[src/rtl/game_pkg.sv]
// Shared game constants: FSM encodings for the player-hit controller and
// sprite sizes used by the draw blocks, missile controllers and collision logic.
package game_pkg;

  typedef enum logic [1:0] {
    ALIVE  = 2'b00,
    INVULN = 2'b01,
    DEAD   = 2'b10
  } hit_state_e;

  localparam int PLAYER_W  = 48;
  localparam int PLAYER_H  = 64;
  localparam int MISSILE_W = 4;
  localparam int MISSILE_H = 16;

  // Screen coordinate plus a size, widened to 13 bits so edges near 4095 never wrap.
  function automatic logic [12:0] edge_add(input logic [11:0] pos, input int unsigned size);
    return {1'b0, pos} + 13'(size);
  endfunction

endpackage

[src/rtl/rect_overlap.sv]
// Registered half-open rectangle intersect test between rectangle A and an
// enable-qualified rectangle B, with 13-bit edge sums.
module rect_overlap
  import game_pkg::*;
#(
  parameter int A_W = 48,
  parameter int A_H = 64,
  parameter int B_W = 4,
  parameter int B_H = 16
) (
  input  logic        clk_i,
  input  logic        rst_i,
  input  logic [11:0] a_x_i,
  input  logic [11:0] a_y_i,
  input  logic [11:0] b_x_i,
  input  logic [11:0] b_y_i,
  input  logic        b_en_i,
  output logic        ov_o
);

  logic ov_q;
  logic ov_d;

  // Strict compares make touching edges a miss.
  always_comb begin
    ov_d = b_en_i
        && ({1'b0, b_x_i} < edge_add(a_x_i, A_W))
        && ({1'b0, a_x_i} < edge_add(b_x_i, B_W))
        && ({1'b0, b_y_i} < edge_add(a_y_i, A_H))
        && ({1'b0, a_y_i} < edge_add(b_y_i, B_H));
  end

  always_ff @(posedge clk_i) begin
    if (rst_i) ov_q <= 1'b0;
    else       ov_q <= ov_d;
  end

  assign ov_o = ov_q;

endmodule

[src/rtl/ctl_player_hit.sv]
// Player hit controller: counts enemy-missile hits, runs the invulnerability
// window with blink, retires the missile via a clear handshake, flags game over.
module ctl_player_hit #(
  parameter int PLAYER_W      = game_pkg::PLAYER_W,
  parameter int PLAYER_H      = game_pkg::PLAYER_H,
  parameter int MISSILE_W     = game_pkg::MISSILE_W,
  parameter int MISSILE_H     = game_pkg::MISSILE_H,
  parameter int LIVES_INIT    = 3,
  parameter int INVULN_CYCLES = 6500000,
  parameter int BLINK_CYCLES  = 650000
) (
  input  logic        pclk,
  input  logic        rst,
  input  logic [11:0] missile_x,
  input  logic [11:0] missile_y,
  input  logic        missile_on,
  input  logic [11:0] player_x,
  input  logic [11:0] player_y,
  input  logic        game_restart,
  output logic        hit_pulse,
  output logic        missile_clear,
  output logic [2:0]  lives_out,
  output logic        invuln_out,
  output logic        blink_out,
  output logic        game_over
);

  import game_pkg::*;

  localparam int CW = $clog2(INVULN_CYCLES + 1);
  localparam int BW = $clog2(BLINK_CYCLES + 1);
  localparam logic [CW-1:0] INV_LAST   = CW'(INVULN_CYCLES - 1);
  localparam logic [BW-1:0] BLINK_LAST = BW'(BLINK_CYCLES - 1);
  localparam logic [2:0]    LIVES_RST  = 3'(LIVES_INIT);

  hit_state_e    state_q;
  logic          ov_q;
  logic          hit_d;
  logic [CW-1:0] inv_cnt_q;
  logic [BW-1:0] blink_cnt_q;
  logic          hit_pulse_q;
  logic          clear_q;
  logic [2:0]    lives_q;
  logic          invuln_q;
  logic          blink_q;
  logic          game_over_q;

  rect_overlap #(
    .A_W (PLAYER_W),
    .A_H (PLAYER_H),
    .B_W (MISSILE_W),
    .B_H (MISSILE_H)
  ) u_overlap (
    .clk_i  (pclk),
    .rst_i  (rst),
    .a_x_i  (player_x),
    .a_y_i  (player_y),
    .b_x_i  (missile_x),
    .b_y_i  (missile_y),
    .b_en_i (missile_on),
    .ov_o   (ov_q)
  );

  // A restart on the same edge suppresses the hit entirely.
  assign hit_d = ov_q && (state_q == ALIVE) && !game_restart;

  always_ff @(posedge pclk) begin
    if (rst) begin
      state_q     <= ALIVE;
      inv_cnt_q   <= '0;
      blink_cnt_q <= '0;
      hit_pulse_q <= 1'b0;
      clear_q     <= 1'b0;
      lives_q     <= LIVES_RST;
      invuln_q    <= 1'b0;
      blink_q     <= 1'b1;
      game_over_q <= 1'b0;
    end else begin
      hit_pulse_q <= hit_d;

      if (hit_d)            clear_q <= 1'b1;
      else if (!missile_on) clear_q <= 1'b0;

      if (game_restart) begin
        state_q     <= ALIVE;
        inv_cnt_q   <= '0;
        blink_cnt_q <= '0;
        lives_q     <= LIVES_RST;
        invuln_q    <= 1'b0;
        blink_q     <= 1'b1;
        game_over_q <= 1'b0;
      end else begin
        case (state_q)
          ALIVE: begin
            if (hit_d) begin
              lives_q     <= lives_q - 3'd1;
              inv_cnt_q   <= '0;
              blink_cnt_q <= '0;
              if (lives_q == 3'd1) begin
                state_q     <= DEAD;
                game_over_q <= 1'b1;
                blink_q     <= 1'b0;
              end else begin
                state_q  <= INVULN;
                invuln_q <= 1'b1;
              end
            end
          end
          INVULN: begin
            if (inv_cnt_q == INV_LAST) begin
              state_q     <= ALIVE;
              inv_cnt_q   <= '0;
              blink_cnt_q <= '0;
              invuln_q    <= 1'b0;
              blink_q     <= 1'b1;
            end else begin
              inv_cnt_q <= inv_cnt_q + 1'b1;
              if (blink_cnt_q == BLINK_LAST) begin
                blink_cnt_q <= '0;
                blink_q     <= ~blink_q;
              end else begin
                blink_cnt_q <= blink_cnt_q + 1'b1;
              end
            end
          end
          DEAD: begin
            game_over_q <= 1'b1;
            blink_q     <= 1'b0;
          end
          default: state_q <= ALIVE;
        endcase
      end
    end
  end

  assign hit_pulse     = hit_pulse_q;
  assign missile_clear = clear_q;
  assign lives_out     = lives_q;
  assign invuln_out    = invuln_q;
  assign blink_out     = blink_q;
  assign game_over     = game_over_q;

endmodule

[config.mk]
export PLATFORM = sky130hd
export DESIGN_NAME = ctl_player_hit
export DESIGN_NICKNAME = d
export VERILOG_FILES = /design/src/rtl/game_pkg.sv /design/src/rtl/rect_overlap.sv /design/src/rtl/ctl_player_hit.sv
export SDC_FILE = /design/constraint.sdc
export NUM_CORES = 1
export LEC_CHECK = 0
export BUFFER_PORTS_ARGS = -buffer_cell sky130_fd_sc_hd__buf_2
export CAP_MARGIN = 20
export CORE_MARGIN = 2
export CORE_UTILIZATION = 41
export CTS_CLUSTER_SIZE = 12
export DETAILED_ROUTE_END_ITERATION = 16
export GPL_TIMING_DRIVEN = 0
export PLACE_DENSITY = 0.58
export SYNTH_ARGS = -nofsm -noshare
export SYNTH_HDL_FRONTEND = slang
export SYNTH_SLANG_ARGS = --single-unit
[constraint.sdc]
create_clock -name pclk -period 4.45 [get_ports pclk]
set_input_delay 0.445 -clock pclk [delete_from_list [all_inputs] [get_ports pclk]]
set_output_delay 0.445 -clock pclk [all_outputs]
set_load 0.01 [all_outputs]
### Yosys cells after proc, flatten, opt, wreduce, memory -nomap -nowiden

Cells that the tools add are included.

* output and inout port bits: 8
* bits in registers: 54

* reduce and logical (&&, ||, !) cells: 18
* order comparisons: 4
* $add $sub $neg: 7
* equality and inequality tests: 11
* mux-type cells: 25
* bitwise gates (word level): 2

Operators with widths (number)
* $mux 20: 3
* $lt 12x13->1: 4
* $mux 23: 2
* $pmux 23 s2: 1
* $pmux 20 s2: 1
* $add 23x1->23 const B: 1
* $eq 23x23->1 const B: 1
* $add 20x1->20 const B: 1
* $eq 20x20->1 const B: 1
* $add 12x3->13 const B: 1
* $add 12x5->13 const B: 1
* $add 12x6->13 const B: 1
* $add 12x7->13 const B: 1
* $mux 1: 11
* $reduce_and 4->1: 2
* $logic_and 1x1->1: 6
* $mux 2: 3
* $ne 2x2->1 const B: 3
* $pmux 2 s3: 1
* $reduce_and 3->1: 2
* $ne 2x1->1 const B: 2
* $pmux 1 s2: 2
* $reduce_and 2->1: 2
* $reduce_bool 2->1: 2
* other kinds (11): 12

### Longest topological paths before layout

Gate-level depths: netlist of the first run.

* depth after elaboration: 6
* depth in mapped cells: 11

### By module

From an unflattened synthesis of the first run, not the netlist that was laid out.

* cells, all modules: 498
* area total of the unflattened synthesis: 4122.7 µm²

By module, submodules not included
* ctl_player_hit: area an instance 2608.8 µm², instances 1, cells each 304
* rect_overlap: area an instance 1514.0 µm², instances 1, cells each 194

### Worst setup path after synthesis of the first run

OpenSTA, ideal clock, no wires.

* path type: input to register
* start point: in missile_x[2]
* end point: reg u_overlap.ov_q (netlist: u_overlap.ov_o)
* required time: 4.364 ns
* arrival: 2.202 ns
* stages: 11
* path buffers: 0
* setup time: 0.086 ns
* setup slack: 2.163 ns
* cells stage by stage: ha_1 and2_1 and2_1 nand3_1 xor2_1 ha_1 a21oi_1 and3b_1 a221oi_1 nand4_1 a211oi_1

* cells in the longest elaborated chain, start to end: 5
* elaborated cells between the ends (all ways): 7
* those cells by class: add/sub: 1; order compare: 2; reduce/logical: 4

Ends and longest elaborated chain
* start: declaration: line ctl_player_hit.sv:14 `input logic [11:0] missile_x,`
* $add 12x3->13 or $lt 12x13->1 (tied branches): line game_pkg.sv:18, rect_overlap.sv:27
* $lt 12x13->1 or $logic_and 1x1->1 (tied branches): line rect_overlap.sv:28, rect_overlap.sv:27
* $logic_and 1x1->1 (*): line rect_overlap.sv:28 `&& ({1'b0, a_x_i} < edge_add(b_x_i, B_W))`
* $logic_and 1x1->1 (*): line rect_overlap.sv:29 `&& ({1'b0, b_y_i} < edge_add(a_y_i, A_H))`
* $logic_and 1x1->1 (*): line rect_overlap.sv:30 `&& ({1'b0, a_y_i} < edge_add(b_y_i, B_H));`
* end signal: assignment: line rect_overlap.sv:35 `else ov_q <= ov_d;`
* end: declaration: line rect_overlap.sv:21 `logic ov_q;`

Mark *: on every way between the ends. The rest lies on a longest branch, timed or not.
A chain may end at the register's enable or synchronous reset.

### Worst setup path in the final report of the first run

Ends and elaborated chain as after synthesis.

==> flow_metrics.env, run 1 <==
export IMPL_syn_area_sq_um=3970
export IMPL_avgViaCountPerCell=5.12
export IMPL_start_kind="primary input"
export IMPL_drive_gt1_share_pct=14.7
export IMPL_postLayoutCellArea_sq_um=4510
export IMPL_hp_class="in2reg"
export IMPL_gp_congestion=0.863
export IMPL_rows=35
export IMPL_grt_pass1_wl_mm=15.0
export IMPL_drt_iter0_drc=107
export IMPL_die_w_um=102
export IMPL_placed_cell_area_sq_um=4420
export IMPL_grt_use_met1_pct=22.8
export IMPL_cp_required_ps=4670
export IMPL_coreArea_sq_um=9330
export IMPL_synth_seq_cells=54
export IMPL_grt_max_degree=16
export IMPL_regToRegSetupSlack_ps=2290
export IMPL_syn_nets=582
export IMPL_cp_max_fo=5
export IMPL_clkSinkCount=54
export IMPL_whs_path_depth=3
export IMPL_slew_viol_final=0
export IMPL_cts_buffers=5
export IMPL_syn_avg_cell_area_sq_um=8.30
export IMPL_cts_buffer_depth=2
export IMPL_grt_pass1_vias=3387
export IMPL_stdcell_count=674
export IMPL_antenna_cells=0
export IMPL_die_area_sq_um=10500
export IMPL_final_setup_skew_ps=4.45
export IMPL_area_growth_pct=13.8
export IMPL_synthArstFlopShare_pct=0
export IMPL_wl_per_cell_um=12.6
export IMPL_post_cts_resize_count=0
export IMPL_r2r_end="inv_cnt_q[13]$_SDFFE_PP0P_"
export IMPL_drv_cap=0
export IMPL_gr_usage_met3_pct=3.42
export IMPL_clockRootBuffer="clkbuf_8"
export IMPL_clk_pin_slew_worst_paths_ps=90
export IMPL_critPathKind="in2reg"
export IMPL_synth_edff_count=0
export IMPL_crit_path_end_kind="flip-flop"
export IMPL_ioPinCount=60
export IMPL_slew_headroom_pct=61.8
export IMPL_hp_start="game_restart"
export IMPL_rr_worst_depth=7
export IMPL_r2r_start="inv_cnt_q[4]$_SDFFE_PP0P_"
export IMPL_finalCriticalPeriod_ps=2320
export IMPL_max_freq_ghz=0.430
export IMPL_ys_warn_count=0
export IMPL_synthCells=478
export IMPL_placedCellCount=666
export IMPL_h_tree_depth=2
export IMPL_p_per_area_nw_per_um2=210
export IMPL_dp_hpwl_mm=6.93
export IMPL_io_buffers=59
export IMPL_ant_nets=0
export IMPL_postRouteWirelength_mm=8.48
export IMPL_rsz0062_at_grt="false"
export IMPL_hold_path_endpoint="state_q[0]$_SDFFE_PP0P_"
export IMPL_gr_max_usage_layer="met2"
export IMPL_clock_latency_ps=300
export IMPL_worst_hold_slack_ps=432
export IMPL_p_leak_nw=1.86
export IMPL_slowest_stage="ha_1"
export IMPL_power_total_w=0.000950
export IMPL_cts_setup_buffers=0
export IMPL_worstPathArrival_ps=2540
export IMPL_finalHoldViolCount=0
export IMPL_nNetsFinal=648
export IMPL_grtUsageTotal_pct=17.4
export IMPL_setup_tns_ps=0
export IMPL_vias=3449
export IMPL_gr_total_overflow=0
export IMPL_worst_pin_slew_ps=568
export IMPL_initial_core_util_pct=42.5
export IMPL_die_h_um=102
export IMPL_cts_tree="built"
export IMPL_worstPathCellList="buf_2, ha_1, and2_1, and2_1, nand3_1, xor2_1, ha_1, a21oi_1, and3b_1, a221oi_1, nand4_1, a211oi_1"
export IMPL_crit_family="simple AND/OR/NAND/NOR gates"
export IMPL_synth_seq_area_share_pct=27.3
export IMPL_critPathMaxStageDelay_ps=260
export IMPL_fin_crit_sh_pct=52.2
export IMPL_synth_cell_types=53
export IMPL_antenna_found_initial=0
export IMPL_synth_main_ff_cell="dfxtp_1"
export IMPL_first_pass_iters=4
export IMPL_use_met2_pct=29.9
export IMPL_status="completed"
export IMPL_drc=0
export IMPL_ir_drop_mv=0.0993
export IMPL_cp_num_buf_inv=1
export IMPL_holdBufCountCts=0
export IMPL_setup_viol=0
[cells in the final DEF (no fill, tap or decap), types with 5 or more instances in the layout]
master    instances
nor2_1           65
buf_2            60
dfxtp_1          54
ha_1             52
xor2_1           37
nand3_1          29
inv_1            27
nand2_1          27
xnor2_1          24
a21oi_1          24
nand4_1          20
o21ai_0          15
and3_1           11
a21o_1            7
and4_1            7
nand2b_1          6
clkbuf_8          6
a211oi_1          5
clkbuf_1          5
nor2b_1           5
[synth_stat cells, types with 4 or more instances]
library cell	n	area share, %
nor2b_1	5	0.79
clkbuf_1	4	0.38
nand3_1	29	3.7
and3_1	11	1.7
a21oi_1	24	3.0
nand4_1	20	3.2
nor2_1	65	6.2
a21o_1	7	1.3
ha_1	52	16
xnor2_1	24	5.3
buf_6	4	1.1
nand2_1	27	2.6
and4_1	7	1.5
dfxtp_1	54	27
nand2b_1	6	0.95
a211oi_1	5	0.95
or3_1	4	0.63
inv_1	27	2.6
o21ai_0	15	1.9
xor2_1	37	8.2
[where the power goes]
| group | internal [W] | switching, W |
|---|---|---|
| logic | 0.0000839 | 0.000101 |
| clock network | 0.000126 | 0.000154 |
| registers | 0.000484 | 0.00000105 |
[area by class of cell]
cell class | instances | area [sq um]
Sequential cell | 54 | 1080
Fill cell | 963 | 4810
Clock inverter | 1 | 5.00
Inverter | 27 | 101
Clock buffer | 7 | 86.3
Multi-Input combinational cell | 388 | 2720
Buffer | 9 | 65.1
Timing Repair Buffer | 59 | 295
Tap cell | 129 | 161
[per-layer routing]
| metal | up-vias | part of all wire [%] |
|---|---|---|
| met4 | 0 | 0.94 |
| met3 | 6 | 4.5 |
| met2 | 61 | 45 |
| met1 | 1551 | 49 |
| li1 | 1831 | - |
| met5 | - | 0 |
[metrics by stage]
stage               utilization, %  worst slack (ps)
finish                        48.4              2130
global route                  48.4              1950
CTS                           48.4              2140
detailed placement            47.4              1820
global placement              47.4              1850
floorplan                        -              2160
[worst reg2reg max path: stages, from the launching register on]
cell and delay [ps]:
dfxtp_1 430, nand4bb_1 140, or4_4 510, o31a_1 260
buf_6 150, o21ai_4 330, buf_6 200, nor2_1 50
[cells by family (layout without fill, tap and decap cells)]
kind of cell    after synthesis  count (layout)  share of synthesized area (%)
xor+xnor                     61              61                           13.5
simple gates                201             201                           26.4
buf+inv                      36             103                           4.20
fa+ha+maj                    52              52                           16.4
flops                        54              54                           27.3
compound gates               73              73                           12.0
mux                           1               1                          0.252
[registers in the layout, summed over array words and instances (netlist names)]
name            count
game_over           1
state_q             2
missile_clear       1
blink_cnt_q        20
lives_out           3
blink_out           1
invuln_out          1
hit_pulse           1
inv_cnt_q          23
u_overlap.ov_o      1
[how the worst max path moves through the flow]
stage / depth (start not counted) / slack [ps] / to / startpoint
after CTS: 12 / 2140 / u_overlap.ov_o$_SDFF_PP0_ / missile_x[2]
after floorplan: 11 / 2160 / u_overlap.ov_o$_SDFF_PP0_ / missile_x[2]
final: 12 / 2130 / u_overlap.ov_o$_SDFF_PP0_ / missile_x[2]
after detailed placement: 12 / 1820 / u_overlap.ov_o$_SDFF_PP0_ / missile_x[2]
after global placement: 12 / 1850 / u_overlap.ov_o$_SDFF_PP0_ / missile_x[2]
after global routing: 12 / 1950 / u_overlap.ov_o$_SDFF_PP0_ / missile_x[2]
(Power assumes the default switching activity.)
==> run 2: changes to the inputs <==
clock period = 2.2 ns   (was 4.45 ns; I/O delays follow)
==> run 2 against run 1 <==
Combinational power rose by 110%; count of clock-buffer cells in the layout stayed put; first-iteration DRC count grew 3.7%; via count shrank 0.38%; cell count grew 0.15%; die area unchanged; worst setup slack got worse by 2000 ps; global-route usage unchanged; routed wire length grew 0.26%; utilization grew 0.35 points; largest cell class unchanged.
==> flow_metrics.env, run 2 (same netlist as run 1, synthesis figures left out) <==
export IMPL_avgViaCountPerCell=5.09
export IMPL_largest_reg_flops=23
export IMPL_drv_cap=0
export IMPL_grt_max_degree=16
export IMPL_critPathMaxStageDelay_ps=510
export IMPL_ant_nets=0
export IMPL_placed_cell_area_sq_um=4420
export IMPL_start_kind="flip-flop"
export IMPL_final_cell_mix="65 x nor2_1, 60 x buf_2, 54 x dfxtp_1"
export IMPL_cp_required_ps=2400
export IMPL_clkSinkCount=54
export IMPL_wl_per_cell_um=12.6
export IMPL_ioPinCount=60
export IMPL_crit_path_end_kind="flip-flop"
export IMPL_area_growth_pct=14.6
export IMPL_cts_buffer_depth=2
export IMPL_first_pass_iters=4
export IMPL_die_w_um=102
export IMPL_coreArea_sq_um=9330
export IMPL_rsz0062_at_grt="false"
export IMPL_cpMostUsedCell="buf_6"
export IMPL_antenna_cells=0
export IMPL_grt_pass1_wl_mm=15.0
export IMPL_power_total_w=0.00193
export IMPL_holdBufCountCts=0
export IMPL_worst_pin_slew_ps=561
export IMPL_clk_pin_slew_worst_paths_ps=90
export IMPL_postLayoutCellArea_sq_um=4550
export IMPL_power_internal_w=0.00141
export IMPL_drt_iter0_drc=111
export IMPL_drive_gt1_share_pct=15.4
export IMPL_slew_headroom_pct=62.3
export IMPL_postRouteWirelength_mm=8.50
export IMPL_slowest_stage="or4_4"
export IMPL_clockRootBuffer="clkbuf_8"
export IMPL_p_seq_share_pct=50.9
export IMPL_rows=35
export IMPL_vias=3436
export IMPL_p_per_area_nw_per_um2=424
export IMPL_cp_max_fo=10
export IMPL_swShare_pct=26.9
export IMPL_critPathKind="reg2reg"
export IMPL_p_leak_nw=1.88
export IMPL_finalHoldViolCount=0
export IMPL_max_freq_ghz=0.487
export IMPL_dp_hpwl_mm=6.93
export IMPL_setup_tns_ps=0
export IMPL_drc=0
export IMPL_layout_commonest_cell="nor2_1"
export IMPL_die_h_um=102
export IMPL_antenna_found_initial=0
export IMPL_finalCriticalPeriod_ps=2050
export IMPL_nNetsFinal=649
export IMPL_gr_total_overflow=0
export IMPL_final_setup_skew_ps=4.09
export IMPL_regToRegSetupSlack_ps=150
export IMPL_combPwrFrac_pct=19.8
export IMPL_setup_viol=0
export IMPL_fin_crit_sh_pct=93.4
export IMPL_pwr_share_clk_pct=29.3
export IMPL_grtUsageTotal_pct=17.4
export IMPL_h_tree_depth=2
export IMPL_ir_drop_mv=0.201
export IMPL_top_register="inv_cnt_q"
export IMPL_status="completed"
export IMPL_io_buffers=59
export IMPL_slew_viol_final=0
export IMPL_worst_hold_slack_ps=206
export IMPL_hp_class="in2reg"
export IMPL_initial_core_util_pct=42.5
export IMPL_worstPathCellList="nand4bb_1, or4_4, o31a_1, buf_6, a21oi_1, nand2b_2, buf_6, nor2_1"
export IMPL_cts_buffers=5
export IMPL_power_switching_w=0.000519
export IMPL_die_area_sq_um=10500
export IMPL_gp_congestion=0.863
export IMPL_worstPathArrival_ps=2260
export IMPL_clock_latency_ps=300
export IMPL_cts_tree="built"
export IMPL_grt_pass1_vias=3387
-- run 2: changes by cell type in the layout (fill, tap and decap cells not counted) --
cell | previous run | this run
clkbuf_1 | 5 | 4
a211oi_2 | 0 | 1
buf_12 | 0 | 1
clkbuf_2 | 0 | 1
a221oi_1 | 2 | 1
a211oi_1 | 5 | 4
a221oi_2 | 0 | 1
-- run 2: final timing paths --
kind | from | end | depth (start not counted)
worst max-delay path | inv_cnt_q[4]$_SDFFE_PP0P_ | blink_cnt_q[19]$_SDFFE_PP0P_ | 8
worst min-delay path | game_restart | state_q[0]$_SDFFE_PP0P_ | 3
worst max register to register | inv_cnt_q[4]$_SDFFE_PP0P_ | blink_cnt_q[19]$_SDFFE_PP0P_ | 8
worst min register to register | game_over$_SDFFE_PP0P_ | game_over$_SDFFE_PP0P_ | 2
-- run 2: critical path, delay by kind of cell (launching register included) --
kind / cells / cell delay (ps)
AND/OR/NAND/NOR: 4 / 840
flip-flops: 1 / 430
buffers and inverters: 2 / 280
AO/OA/AOI/OAI: 2 / 390
-- run 2: area by class of cell --
type	count	area (sq um)
Buffer	9	66.3
Clock buffer	7	86.3
Clock inverter	1	5.00
Fill cell	960	4780
Inverter	27	101
Multi-Input combinational cell	388	2730
Sequential cell	54	1080
Tap cell	129	161
Timing Repair Buffer	60	315
-- run 2: per-layer routing --
metal,up-vias,routed length (um),track usage (%)
li1,1831,-,-
met1,1542,4170,22.8
met2,57,3870,29.9
met3,6,373,3.42
met4,0,83,3.69
met5,-,0,0
-- run 2: what timing repair did --
item,CTS,global route
gates resized for setup,0,4
endpoints found under the hold margin,0,0
setup buffers,0,1
endpoints found under the setup margin,0,13
-- run 2: power by group through the flow --
| stage | clock, W | sequential (W) | combinational, W |
|---|---|---|---|
| after CTS | 0.000596 | 0.000982 | 0.000378 |
| after floorplan | 0 | 0.00100 | 0.000232 |
| after global routing | 0.000631 | 0.000982 | 0.000441 |
| final | 0.000565 | 0.000981 | 0.000382 |
| after detailed placement | 0 | 0.00100 | 0.000375 |
| after global placement | 0 | 0.00100 | 0.000367 |
-- run 2: per-stage QoR --
stage | setup WS [ps] | utilization, % | instances
after global routing | 31.8 | 48.7 | 675
after CTS | 23.1 | 48.4 | 674
after floorplan | 138 | - | 478
after detailed placement | -204 | 47.4 | 666
final | 146 | 48.7 | 675
after global placement | -179 | 47.4 | 666
